`src/rtl/matrix_mac_pkg.sv`:
```
// Shared definitions for the 4x4 matrix MAC unit and its result reader.
//   MATRIX_DIM / MATRIX_ELEMS : matrix geometry
//   idx_t, coord_t            : linear element index and row/column coordinate
//   state_t                   : reader FSM states
//   map_index()               : linear stream index -> (row, col) for either stream order
package matrix_mac_pkg;

    localparam int unsigned MATRIX_DIM   = 4;
    localparam int unsigned MATRIX_ELEMS = MATRIX_DIM * MATRIX_DIM;

    typedef logic [3:0] idx_t;
    typedef logic [1:0] coord_t;

    typedef enum logic [1:0] {
        IDLE   = 2'd0,
        STREAM = 2'd1,
        DONE   = 2'd2
    } state_t;

    typedef struct packed {
        coord_t row;
        coord_t col;
    } rc_t;

    // Row-major walks columns fastest; column-major walks rows fastest.
    function automatic rc_t map_index(input idx_t idx, input bit row_major);
        rc_t rc;
        if (row_major) begin
            rc.row = idx[3:2];
            rc.col = idx[1:0];
        end else begin
            rc.col = idx[3:2];
            rc.row = idx[1:0];
        end
        return rc;
    endfunction

endpackage

```
`src/rtl/matrix_result_reader_if.sv`:
```
// Valid/ready stream carrying one matrix element per beat, tagged with its
// row, column and a last flag.
//   out_data  : element value
//   out_row   : row index of out_data
//   out_col   : column index of out_data
//   out_last  : final (16th) beat of a drain
//   out_valid : beat valid (driven by master)
//   out_ready : beat accepted (driven by slave)
interface matrix_result_reader_if #(
    parameter int unsigned DATA_WIDTH = 8
);
    import matrix_mac_pkg::*;

    logic [DATA_WIDTH-1:0] out_data;
    coord_t                out_row;
    coord_t                out_col;
    logic                  out_last;
    logic                  out_valid;
    logic                  out_ready;

    modport master (
        output out_data,
        output out_row,
        output out_col,
        output out_last,
        output out_valid,
        input  out_ready
    );

    modport slave (
        input  out_data,
        input  out_row,
        input  out_col,
        input  out_last,
        input  out_valid,
        output out_ready
    );

endinterface

```
`src/rtl/matrix_result_reader.sv`:
```
// Drains the MAC result array: on start, snapshots all 16 elements and streams
// them out one per beat, then optionally pulses the MAC clear.
//   i_clock       : clock, rising edge
//   i_reset       : synchronous active-high reset
//   i_start       : drain request, honoured only in IDLE
//   i_clear_after : sampled with start; request a mac_clear pulse at the end
//   i_result_flat : MAC results, element (r,c) at [(r*4+c)*DATA_WIDTH +: DATA_WIDTH]
//   out_if        : element stream (master side)
//   o_busy        : high in STREAM and DONE
//   o_done        : one-cycle pulse after the last beat is accepted
//   o_mac_clear   : one-cycle pulse coincident with o_done when requested
module matrix_result_reader
    import matrix_mac_pkg::*;
#(
    parameter int unsigned DATA_WIDTH = 8,
    parameter bit          ROW_MAJOR  = 1'b1
) (
    input  logic                                          i_clock,
    input  logic                                          i_reset,
    input  logic                                          i_start,
    input  logic                                          i_clear_after,
    input  logic [MATRIX_DIM*MATRIX_DIM*DATA_WIDTH-1:0]   i_result_flat,
    matrix_result_reader_if.master                        out_if,
    output logic                                          o_busy,
    output logic                                          o_done,
    output logic                                          o_mac_clear
);

    localparam idx_t LAST_IDX = idx_t'(MATRIX_ELEMS - 1);

    state_t                r_state;
    idx_t                  r_index;
    logic                  r_clear_after;
    logic [DATA_WIDTH-1:0] r_snap [MATRIX_ELEMS];

    state_t w_state_next;
    logic   w_capture;
    logic   w_advance;
    logic   w_valid;
    logic   w_beat;
    rc_t    w_rc;
    idx_t   w_elem;

    assign w_rc   = map_index(r_index, ROW_MAJOR);
    assign w_elem = {w_rc.row, w_rc.col};
    assign w_beat = w_valid && out_if.out_ready;

    always_ff @(posedge i_clock) begin
        if (i_reset) begin
            r_state       <= IDLE;
            r_index       <= '0;
            r_clear_after <= 1'b0;
            for (int i = 0; i < MATRIX_ELEMS; i++) begin
                r_snap[i] <= '0;
            end
        end else begin
            r_state <= w_state_next;
            if (w_capture) begin
                r_index       <= '0;
                r_clear_after <= i_clear_after;
                // Snapshot decouples the stream from later MAC activity.
                for (int i = 0; i < MATRIX_ELEMS; i++) begin
                    r_snap[i] <= i_result_flat[i*DATA_WIDTH +: DATA_WIDTH];
                end
            end else if (w_advance) begin
                r_index <= r_index + idx_t'(1);
            end
        end
    end

    always_comb begin
        w_state_next = r_state;
        w_capture    = 1'b0;
        w_advance    = 1'b0;
        w_valid      = 1'b0;
        o_busy       = 1'b0;
        o_done       = 1'b0;
        o_mac_clear  = 1'b0;
        case (r_state)
            IDLE: begin
                if (i_start) begin
                    w_capture    = 1'b1;
                    w_state_next = STREAM;
                end
            end
            STREAM: begin
                w_valid = 1'b1;
                o_busy  = 1'b1;
                if (w_beat) begin
                    if (r_index == LAST_IDX) begin
                        w_state_next = DONE;
                    end else begin
                        w_advance = 1'b1;
                    end
                end
            end
            DONE: begin
                o_busy       = 1'b1;
                o_done       = 1'b1;
                o_mac_clear  = r_clear_after;
                w_state_next = IDLE;
            end
            default: begin
                w_state_next = IDLE;
            end
        endcase
    end

    // Payload is forced to zero outside STREAM so idle outputs match reset values.
    assign out_if.out_valid = w_valid;
    assign out_if.out_data  = w_valid ? r_snap[w_elem] : '0;
    assign out_if.out_row   = w_valid ? w_rc.row : '0;
    assign out_if.out_col   = w_valid ? w_rc.col : '0;
    assign out_if.out_last  = w_valid && (r_index == LAST_IDX);

endmodule
```
`src/flat_wrapper.sv`:
```
// flat-port wrapper written by rule: the top's interface ports become plain ports
module matrix_result_reader_flat import matrix_mac_pkg::*;
#(
    parameter int unsigned DATA_WIDTH = 8,
    parameter bit          ROW_MAJOR  = 1'b1
)
  (i_clock, i_reset, i_start, i_clear_after, i_result_flat, o_busy, o_done, o_mac_clear, out_if_out_data, out_if_out_row, out_if_out_col, out_if_out_last, out_if_out_valid, out_if_out_ready);
  matrix_result_reader_if #(.DATA_WIDTH(DATA_WIDTH)) out_if_i ();
  input  logic i_clock;
  input  logic i_reset;
  input  logic i_start;
  input  logic i_clear_after;
  input  logic [MATRIX_DIM*MATRIX_DIM*DATA_WIDTH-1:0] i_result_flat;
  output logic o_busy;
  output logic o_done;
  output logic o_mac_clear;
  output wire logic [$bits(out_if_i.out_data)-1:0] out_if_out_data;
  output wire logic [$bits(out_if_i.out_row)-1:0] out_if_out_row;
  output wire logic [$bits(out_if_i.out_col)-1:0] out_if_out_col;
  output wire logic [$bits(out_if_i.out_last)-1:0] out_if_out_last;
  output wire logic [$bits(out_if_i.out_valid)-1:0] out_if_out_valid;
  input wire logic [$bits(out_if_i.out_ready)-1:0] out_if_out_ready;
  assign out_if_out_data = out_if_i.out_data;
  assign out_if_out_row = out_if_i.out_row;
  assign out_if_out_col = out_if_i.out_col;
  assign out_if_out_last = out_if_i.out_last;
  assign out_if_out_valid = out_if_i.out_valid;
  assign out_if_i.out_ready = out_if_out_ready;
  matrix_result_reader #(.DATA_WIDTH(DATA_WIDTH), .ROW_MAJOR(ROW_MAJOR)) u_core (.i_clock(i_clock), .i_reset(i_reset), .i_start(i_start), .i_clear_after(i_clear_after), .i_result_flat(i_result_flat), .out_if(out_if_i), .o_busy(o_busy), .o_done(o_done), .o_mac_clear(o_mac_clear));
endmodule
```
`config.mk`:
```
export PLATFORM = sky130hd
export DESIGN_NAME = matrix_result_reader_flat
export DESIGN_NICKNAME = d
export VERILOG_FILES = /design/src/rtl/matrix_mac_pkg.sv /design/src/rtl/matrix_result_reader_if.sv /design/src/rtl/matrix_result_reader.sv /design/src/flat_wrapper.sv
export SDC_FILE = /design/constraint.sdc
export NUM_CORES = 1
export LEC_CHECK = 0
export ABC_AREA = 1
export CAP_MARGIN = 40
export CORE_MARGIN = 2
export CORE_UTILIZATION = 35
export DETAILED_ROUTE_END_ITERATION = 8
export HOLD_SLACK_MARGIN = 0.05
export MAX_ROUTING_LAYER = met4
export PLACE_DENSITY = 0.66
export SLEW_MARGIN = 40
export SYNTH_ARGS = -nofsm -noshare
export SYNTH_HDL_FRONTEND = slang
export SYNTH_SLANG_ARGS = --single-unit
```
`constraint.sdc`:
```
create_clock -name i_clock -period 4.2 [get_ports i_clock]
set_input_delay 1.26 -clock i_clock [delete_from_list [all_inputs] [get_ports i_clock]]
set_output_delay 1.26 -clock i_clock [all_outputs]
set_load 0.01 [all_outputs]
```
Word-level counts from Yosys, hierarchy flattened
Memories as Yosys holds them, arrays and structs flattened. A register that Yosys moved wholly into a read port is not among the register bits.
Cells that the tools add are included.
- memories kept: 1
- bits in registers: 7
- bits of input ports: 133
- output and inout bits: 17
- bits in writable memories: 128
- logic and storage cells: 72
- eq/ne operators: 6
- mux-type cells: 39
- add/sub/neg operators: 1
- bitwise gates (word level): 16
- reductions and logical operators: 6
- memories (memory ; depth ; width ; read ports ; clocked after Yosys merged registers in ; write ports ; RTL line ; source):
    u_core.r_snap ; 16 ; 8 ; 1 ; 1 ; 16 ; matrix_result_reader.sv:34 ; logic [DATA_WIDTH-1:0] r_snap [MATRIX_ELEMS];
- operator list (kind ; number):
    $mux 8 ; 17
    $or 1x1->1 ; 16
    $mux 1 ; 14
    $mux 2 ; 5
    $mux 4 ; 2
    $add 4x1->4 const B ; 1
    $eq 4x4->1 const B ; 1
    $ne 2x1->1 const B ; 2
    $pmux 2 s2 ; 1
    $reduce_or 2->1 ; 2
    $reduce_and 3->1 ; 1
    $eq 2x1->1 const B ; 1
    $eq 2x2->1 const B ; 1
    $logic_and 1x1->1 ; 2
    $logic_not 2->1 ; 1
    $ne 2x2->1 const B ; 1

Logic depth before layout (Yosys ltp)
Gate-level depths: netlist of the first run.
- word-level depth: 7
- mapped depth: 8
- gate-level depth less buffers: 8

Worst setup path before layout of the first run
Ideal clock, no wire load.
- path kind: in2reg
- start: in i_start
- end: mem u_core.r_snap[0][0], enable pin
- buffers on the path: 0
- slack: -0.251 ns
- required time: 3.716 ns
- data arrival time: 3.968 ns
- cell stages on the path: 4
- library setup time: 0.484 ns
- cells stage by stage: nand2_1 > inv_1 > nor2_1 > inv_1
- RTL lines (what ; RTL line ; source):
    from (decl) ; flat_wrapper.sv:11 ; input logic i_start;
    to (decl) ; matrix_result_reader.sv:34 ;

==> impl_metrics.ini, run 1 <==
[floorplan]
initial_core_utilization = 0.358
floorplan.die.width_um = 145
ioPinCount = 150
core_region_area_mm2 = 0.0195
die_h_um = 145
die_area_mm2 = 0.0210
placementRows = 51

[synthesis]
synthesis.yosys.warnings = 0
adder_cell_share_of_the_synthesized_area = 0.0108
synthesis.nets = 979
postSynthCellCount = 840
synth-seq-area-share = 0.584
synth_ff_type = sky130_fd_sc_hd__edfxtp_1
synth_area_per_cell_um2 = 8.29
synth_enable_flop_cells = 128
synth_top_cell_area_share = 0.552
ys_seq_elements = 139
post_synth_main_area_contributors = sky130_fd_sc_hd__edfxtp_1 55%, sky130_fd_sc_hd__inv_1 11%, sky130_fd_sc_hd__nand2_1 11%
synth_compound_area_frac = 0.0162
main_combinational_cell_family_by_area_after_synthesis = simple AND/OR/NAND/NOR gates
async_flop_share = 0
post_synth_and_or_nand_nor_area_fraction = 0.245
synthMuxAreaShare = 0
synth_commonest_cells = 208 x sky130_fd_sc_hd__inv_1, 208 x sky130_fd_sc_hd__nand2_1, 132 x sky130_fd_sc_hd__nor2_1, 128 x sky130_fd_sc_hd__edfxtp_1, 85 x sky130_fd_sc_hd__nand3_1
synth.distinct_cells = 17
synth.cell_area_mm2 = 0.00696
synth.largest_area_cell = sky130_fd_sc_hd__edfxtp_1
post_synth_xor_area_fraction = 0

[finish]
finish.net_count = 1120
num_antenna_cells = 0
design_area_mm2 = 0.00933
syn2layout_area_growth_pct = 34.0
layout.filler_cells = 1867
layout.cells.non_filler = 1259
layout-drive-gt1-share = 0.0443

[global_route]
grt_pass1_vias = 5329
grt_overflow = 0
grt.total_usage = 0.172
pin_count_of_the_biggest_net_entering_global_routing = 65
first_pass_grt_wire_length_um = 27200
antenna_found_initial = 0

[power]
leakage_nw = 4.41
finalPower_mw = 4.50
clkPwrFrac = 0.367
vdd_drop_max_v = 0.000312
sw_frac_of_total = 0.261
seq_power_share = 0.438
power_report.internal_total_mw = 3.33
comb_power_share = 0.195
cell_area_power_density_mw_per_mm2 = 482
total_switching_power_mw = 1.17

[timing]
rsz0062_at_grt = no
slew_headroom = 0.528
tightest_slew_ns = 0.708
final.period_utilization = 0.933
max_freq_mhz = 255
maxSlewViolCount = 0
skew_ns = 0.00795
setup_viol = 0
totalNegativeSetupSlack_ns = 0
timing.final.crit_period_ns = 3.92
hold_viol_final = 0

[place]
gp_routability_congestion = 0.845
dpl.cell_count = 1227
place_hpwl_um = 12200
postPlaceCellArea_mm2 = 0.00868
place.port_buffers = 149

[route]
met3_wirelength_um = 1300
first_pass_drt_iterations = 5
drt_iter0_drc = 450
viasPerCell = 4.39
drc_errors = 0
routed-via-count = 5533
top_layer_used = met4
detail_route_met2_wl_um = 7770
routed_length_on_met1_um = 7670
post_drt_wl_per_cell_um = 13.7
postRouteWirelength_um = 17200
final_antenna_net_count = 0

[cts]
deepest_clock_path_buffer_count = 2
htree_num_levels = 4
cts-buffers-inserted = 17
cts_tree = built
path_clk_slew_ns = 0.06
clk_latency_ns = 0.42
clock_sink_count = 139
clock_tree_root_buffer_cell = sky130_fd_sc_hd__clkbuf_16
cts_hold_buf = 0
cts.repair.resized = 0
setup_repair_bufs_after_cts = 0

[status]
outcome = finished, final reports clean

[worst_setup_path]
launching_point_of_the_worst_reg2reg_path = u_core.r_state[0]
worstSetupStartpointType = flop
crit_required_ns = 2.94
cp_max_fo = 64
cp_data_arrival_time_ns = 2.66
critical_path.endpoint_type = output port
timing.setup.critical_path_class = flop to output port

[min_path]
hold_path_startpoint = u_core.r_clear_after
timing.hold.worst.class = flop to flop

[job]
drv_cap = 0
[sequential cells by signal, indices dropped and copies added, names as in the netlist, named ones only]
register and cells:
u_core.r_state 2, u_core.r_clear_after 1, u_core.r_index 4, u_core.r_snap 128
[cells in the final DEF, fill, tap and decap left out]
cell type,count
sky130_fd_sc_hd__o21a_1,2
sky130_fd_sc_hd__edfxtp_1,128
sky130_fd_sc_hd__o211ai_1,1
sky130_fd_sc_hd__buf_4,8
sky130_fd_sc_hd__nand2_2,1
sky130_fd_sc_hd__inv_1,207
sky130_fd_sc_hd__nand4_1,1
sky130_fd_sc_hd__inv_2,3
sky130_fd_sc_hd__clkinv_2,1
sky130_fd_sc_hd__clkinv_4,1
sky130_fd_sc_hd__buf_12,2
sky130_fd_sc_hd__clkinv_1,5
sky130_fd_sc_hd__clkinvlp_4,3
sky130_fd_sc_hd__a21oi_1,16
sky130_fd_sc_hd__clkbuf_16,17
sky130_fd_sc_hd__ha_1,6
sky130_fd_sc_hd__dfxtp_2,1
sky130_fd_sc_hd__nand2_1,207
sky130_fd_sc_hd__nand3_1,85
sky130_fd_sc_hd__clkdlybuf4s50_1,148
sky130_fd_sc_hd__bufinv_16,6
sky130_fd_sc_hd__nor2_1,132
sky130_fd_sc_hd__o21ai_0,2
sky130_fd_sc_hd__dfxtp_1,10
sky130_fd_sc_hd__buf_2,1
[metrics by stage]
| step | hold slack, ns | setup WS, ns | utilization |
|---|---|---|---|
| 2_1_floorplan | 0.419 | 0.186 | - |
| 3_3_place_gp | 0.458 | 0.680 | 0.446 |
| 3_5_place_dp | 0.451 | 0.660 | 0.446 |
| 4_1_cts | 0.460 | 0.260 | 0.479 |
| 5_1_grt | 0.478 | 0.102 | 0.479 |
| 6_report | 0.459 | 0.279 | 0.479 |
[per-layer routing]
metal,GRT usage,up-vias
met3,0.0506,30
met5,-,-
met2,0.256,196
met1,0.220,2490
met4,0.0693,0
li1,-,2817
[cell families after synthesis]
group / count (synthesis)
AOI/OAI and AO/OA: 21
adders and majority gates: 6
buffers and inverters: 248
DFF: 139
and+or+nand+nor: 426
[critical path, stage by stage (launching register included)]
cell	delay (ns)
sky130_fd_sc_hd__dfxtp_2	0.33
sky130_fd_sc_hd__buf_4	0.52
sky130_fd_sc_hd__nand2_1	0.10
sky130_fd_sc_hd__nand2_1	0.10
sky130_fd_sc_hd__nand2_1	0.06
sky130_fd_sc_hd__nand3_1	0.11
sky130_fd_sc_hd__nand3_1	0.11
sky130_fd_sc_hd__a21oi_1	0.31
sky130_fd_sc_hd__clkdlybuf4s50_1	0.60
[final cells by class]
| class | count | area (µm²) | area share |
|---|---|---|---|
| Inverter | 211 | 796 | 0.0853 |
| Timing Repair Buffer | 159 | 1590 | 0.170 |
| Multi-Input combinational cell | 453 | 1900 | 0.203 |
| Clock inverter | 15 | 228 | 0.0244 |
| Clock buffer | 17 | 425 | 0.0456 |
| Sequential cell | 139 | 4070 | 0.436 |
| Tap cell | 265 | 332 | 0.0355 |
[power groups by stage]
stage	Sequential (mW)	Combinational, mW	Clock, mW
6_report	1.97	0.876	1.65
5_1_grt	1.99	0.994	1.74
4_1_cts	1.97	0.885	1.68
3_5_place_dp	1.99	0.876	0
3_3_place_gp	1.99	0.870	0
2_1_floorplan	1.97	0.526	0
[final timing paths]
path	to	slack, ns	cells past startpoint
max	out_if_out_data[7]	0.28	8
max reg2reg	u_core.r_snap[6][4]	1.69	7
min reg2reg	u_core.r_clear_after	0.46	2
min	u_core.r_clear_after	0.46	2
Note: power is estimated with default switching activity, not from simulation.
==> inputs of run 2 (changes only) <==
- CORE_MARGIN: 2 -> unset
- HOLD_SLACK_MARGIN: 0.05 -> 0.06
- SKIP_CTS_REPAIR_TIMING: unset -> 1
==> run 2 against run 1 <==
Setup slack improved by 0.0021 ns. Core utilization fell by 0.25 points. First-iteration DRC count fell by 4.9%. Non-clock buffer count did not move. Sequential share of layout area rose by 0.23 points. Power fell by 4.0%. Largest power group unchanged.
==> impl_metrics.ini, run 2 (synthesis gave the netlist of run 1 again) <==
[worst_setup_path]
timing.setup.critical_path_class = flop to output port
ff2ff_path_depth = 9
worstSetupStartpointType = flop
cp_data_arrival_time_ns = 2.66
critical_path.endpoint_type = output port
timing.reg2reg.setup_slack_ns = 2.14
cp_max_fo = 46
crit_required_ns = 2.94
launching_point_of_the_worst_reg2reg_path = u_core.r_state[0]

[floorplan]
placementRows = 51
floorplan.die.width_um = 143
die_area_mm2 = 0.0205
die_h_um = 143
core_region_area_mm2 = 0.0195
initial_core_utilization = 0.358
ioPinCount = 150

[min_path]
hold_path_startpoint = u_core.r_clear_after
hold_path_depth = 2
timing.hold.worst_endpoint = u_core.r_clear_after
timing.hold.worst.class = flop to flop

[cts]
deepest_clock_path_buffer_count = 2
htree_num_levels = 4
clock_tree_root_buffer_cell = sky130_fd_sc_hd__clkbuf_16
cts_tree = built
path_clk_slew_ns = 0.06
clock_sink_count = 139
clk_latency_ns = 0.42
cts-buffers-inserted = 17

[route]
drt_iter0_drc = 428
viasPerCell = 4.35
post_drt_wl_per_cell_um = 13.3
drc_errors = 0
final_antenna_net_count = 0
postRouteWirelength_um = 16700
routed-via-count = 5474
first_pass_drt_iterations = 5

[global_route]
grt_overflow = 0
grt.total_usage = 0.181
first_pass_grt_wire_length_um = 26600
grt_pass1_vias = 5373
antenna_found_initial = 0
pin_count_of_the_biggest_net_entering_global_routing = 102

[timing]
rsz0062_at_grt = no
hold_viol_final = 0
max_freq_mhz = 255
skew_ns = 0.00875
timing.final.crit_period_ns = 3.92
maxSlewViolCount = 0
slew_headroom = 0.593
hold_ws_ns = 0.463
setup_viol = 0
tightest_slew_ns = 0.608
totalNegativeSetupSlack_ns = 0
setup_ws_ns = 0.281
final.period_utilization = 0.933

[place]
place.port_buffers = 149
place_hpwl_um = 12000
gp_routability_congestion = 0.785
dpl.cell_count = 1227
placement.setup.worst_slack_ns = 0.762

[finish]
layout-drive-gt1-share = 0.0483
finish.net_count = 1120
num_antenna_cells = 0
layout.cells.most_common_list = 207 x sky130_fd_sc_hd__nand2_1, 207 x sky130_fd_sc_hd__inv_1, 148 x sky130_fd_sc_hd__clkdlybuf4s50_1
layout.filler_cells = 1881
syn2layout_area_growth_pct = 33.3
reg_top3 = u_core.r_snap x128, u_core.r_index x4, u_core.r_state x2
layout.cells.non_filler = 1259
regMostFlops = u_core.r_snap
largest_register_ff_count = 128

[power]
leakage_nw = 4.41
cell_area_power_density_mw_per_mm2 = 465
vdd_drop_max_v = 0.000286

[status]
outcome = finished, final reports clean

[job]
drv_cap = 0
run 2: cell types whose count changed in the layout (fill, tap and decap cells not counted), sizes merged:
cell,before,now
clkinvlp,3,1
clkinv,7,5
inv,210,215
bufinv,6,0
clkbuf,17,22
run 2: report_power, final:
part           switching, mW  internal [mW]  total [mW]  leakage, nW
Sequential             0.105           1.88        1.98         1.46
Combinational          0.525          0.352       0.877         2.65
Clock                  0.578          0.882        1.46        0.298
run 2: area by class of cell:
cell class	count	area (µm²)	area share
timing repair buffer	159	1600	0.172
clock inverter	10	73.8	0.00795
tap	265	332	0.0357
sequential	139	4070	0.438
inverter	211	796	0.0857
multi-input combinational	453	1900	0.205
clock buffer	22	518	0.0558
run 2: worst max-delay path by stage:
stage,start,end,slack [ns],cells past startpoint
2_1_floorplan,i_start,flop,0.19,6
3_3_place_gp,flop,out_if_out_data[3],0.79,8
3_5_place_dp,flop,out_if_out_data[0],0.76,8
4_1_cts,flop,out_if_out_data[0],0.30,8
5_1_grt,flop,out_if_out_data[4],0.08,8
6_report,flop,out_if_out_data[4],0.28,8
run 2: critical path, stage by stage, from the launching register on:
cell and delay, ns:
sky130_fd_sc_hd__dfxtp_2 0.55, sky130_fd_sc_hd__buf_4 0.48, sky130_fd_sc_hd__nand2_1 0.11, sky130_fd_sc_hd__nand2_1 0.09, sky130_fd_sc_hd__nand2_1 0.05, sky130_fd_sc_hd__nand3_1 0.08, sky130_fd_sc_hd__nand3_1 0.10, sky130_fd_sc_hd__a21oi_1 0.18
sky130_fd_sc_hd__clkdlybuf4s50_1 0.60
run 2: stage by stage:
step	util	area (µm²)	power, mW
2_1_floorplan	-	6960	2.50
3_3_place_gp	0.446	8690	2.88
3_5_place_dp	0.446	8690	2.88
4_1_cts	0.477	9280	4.35
5_1_grt	0.477	9280	4.55
6_report	0.477	9280	4.32
run 2: per-layer routing:
layer / routed length (µm) / global-route usage / vias up
li1: - / - / 2815
met5: 0 / - / -
met3: 1250 / 0.0486 / 23
met4: 332 / 0.0713 / 0
met1: 7550 / 0.226 / 2465
met2: 7590 / 0.278 / 171
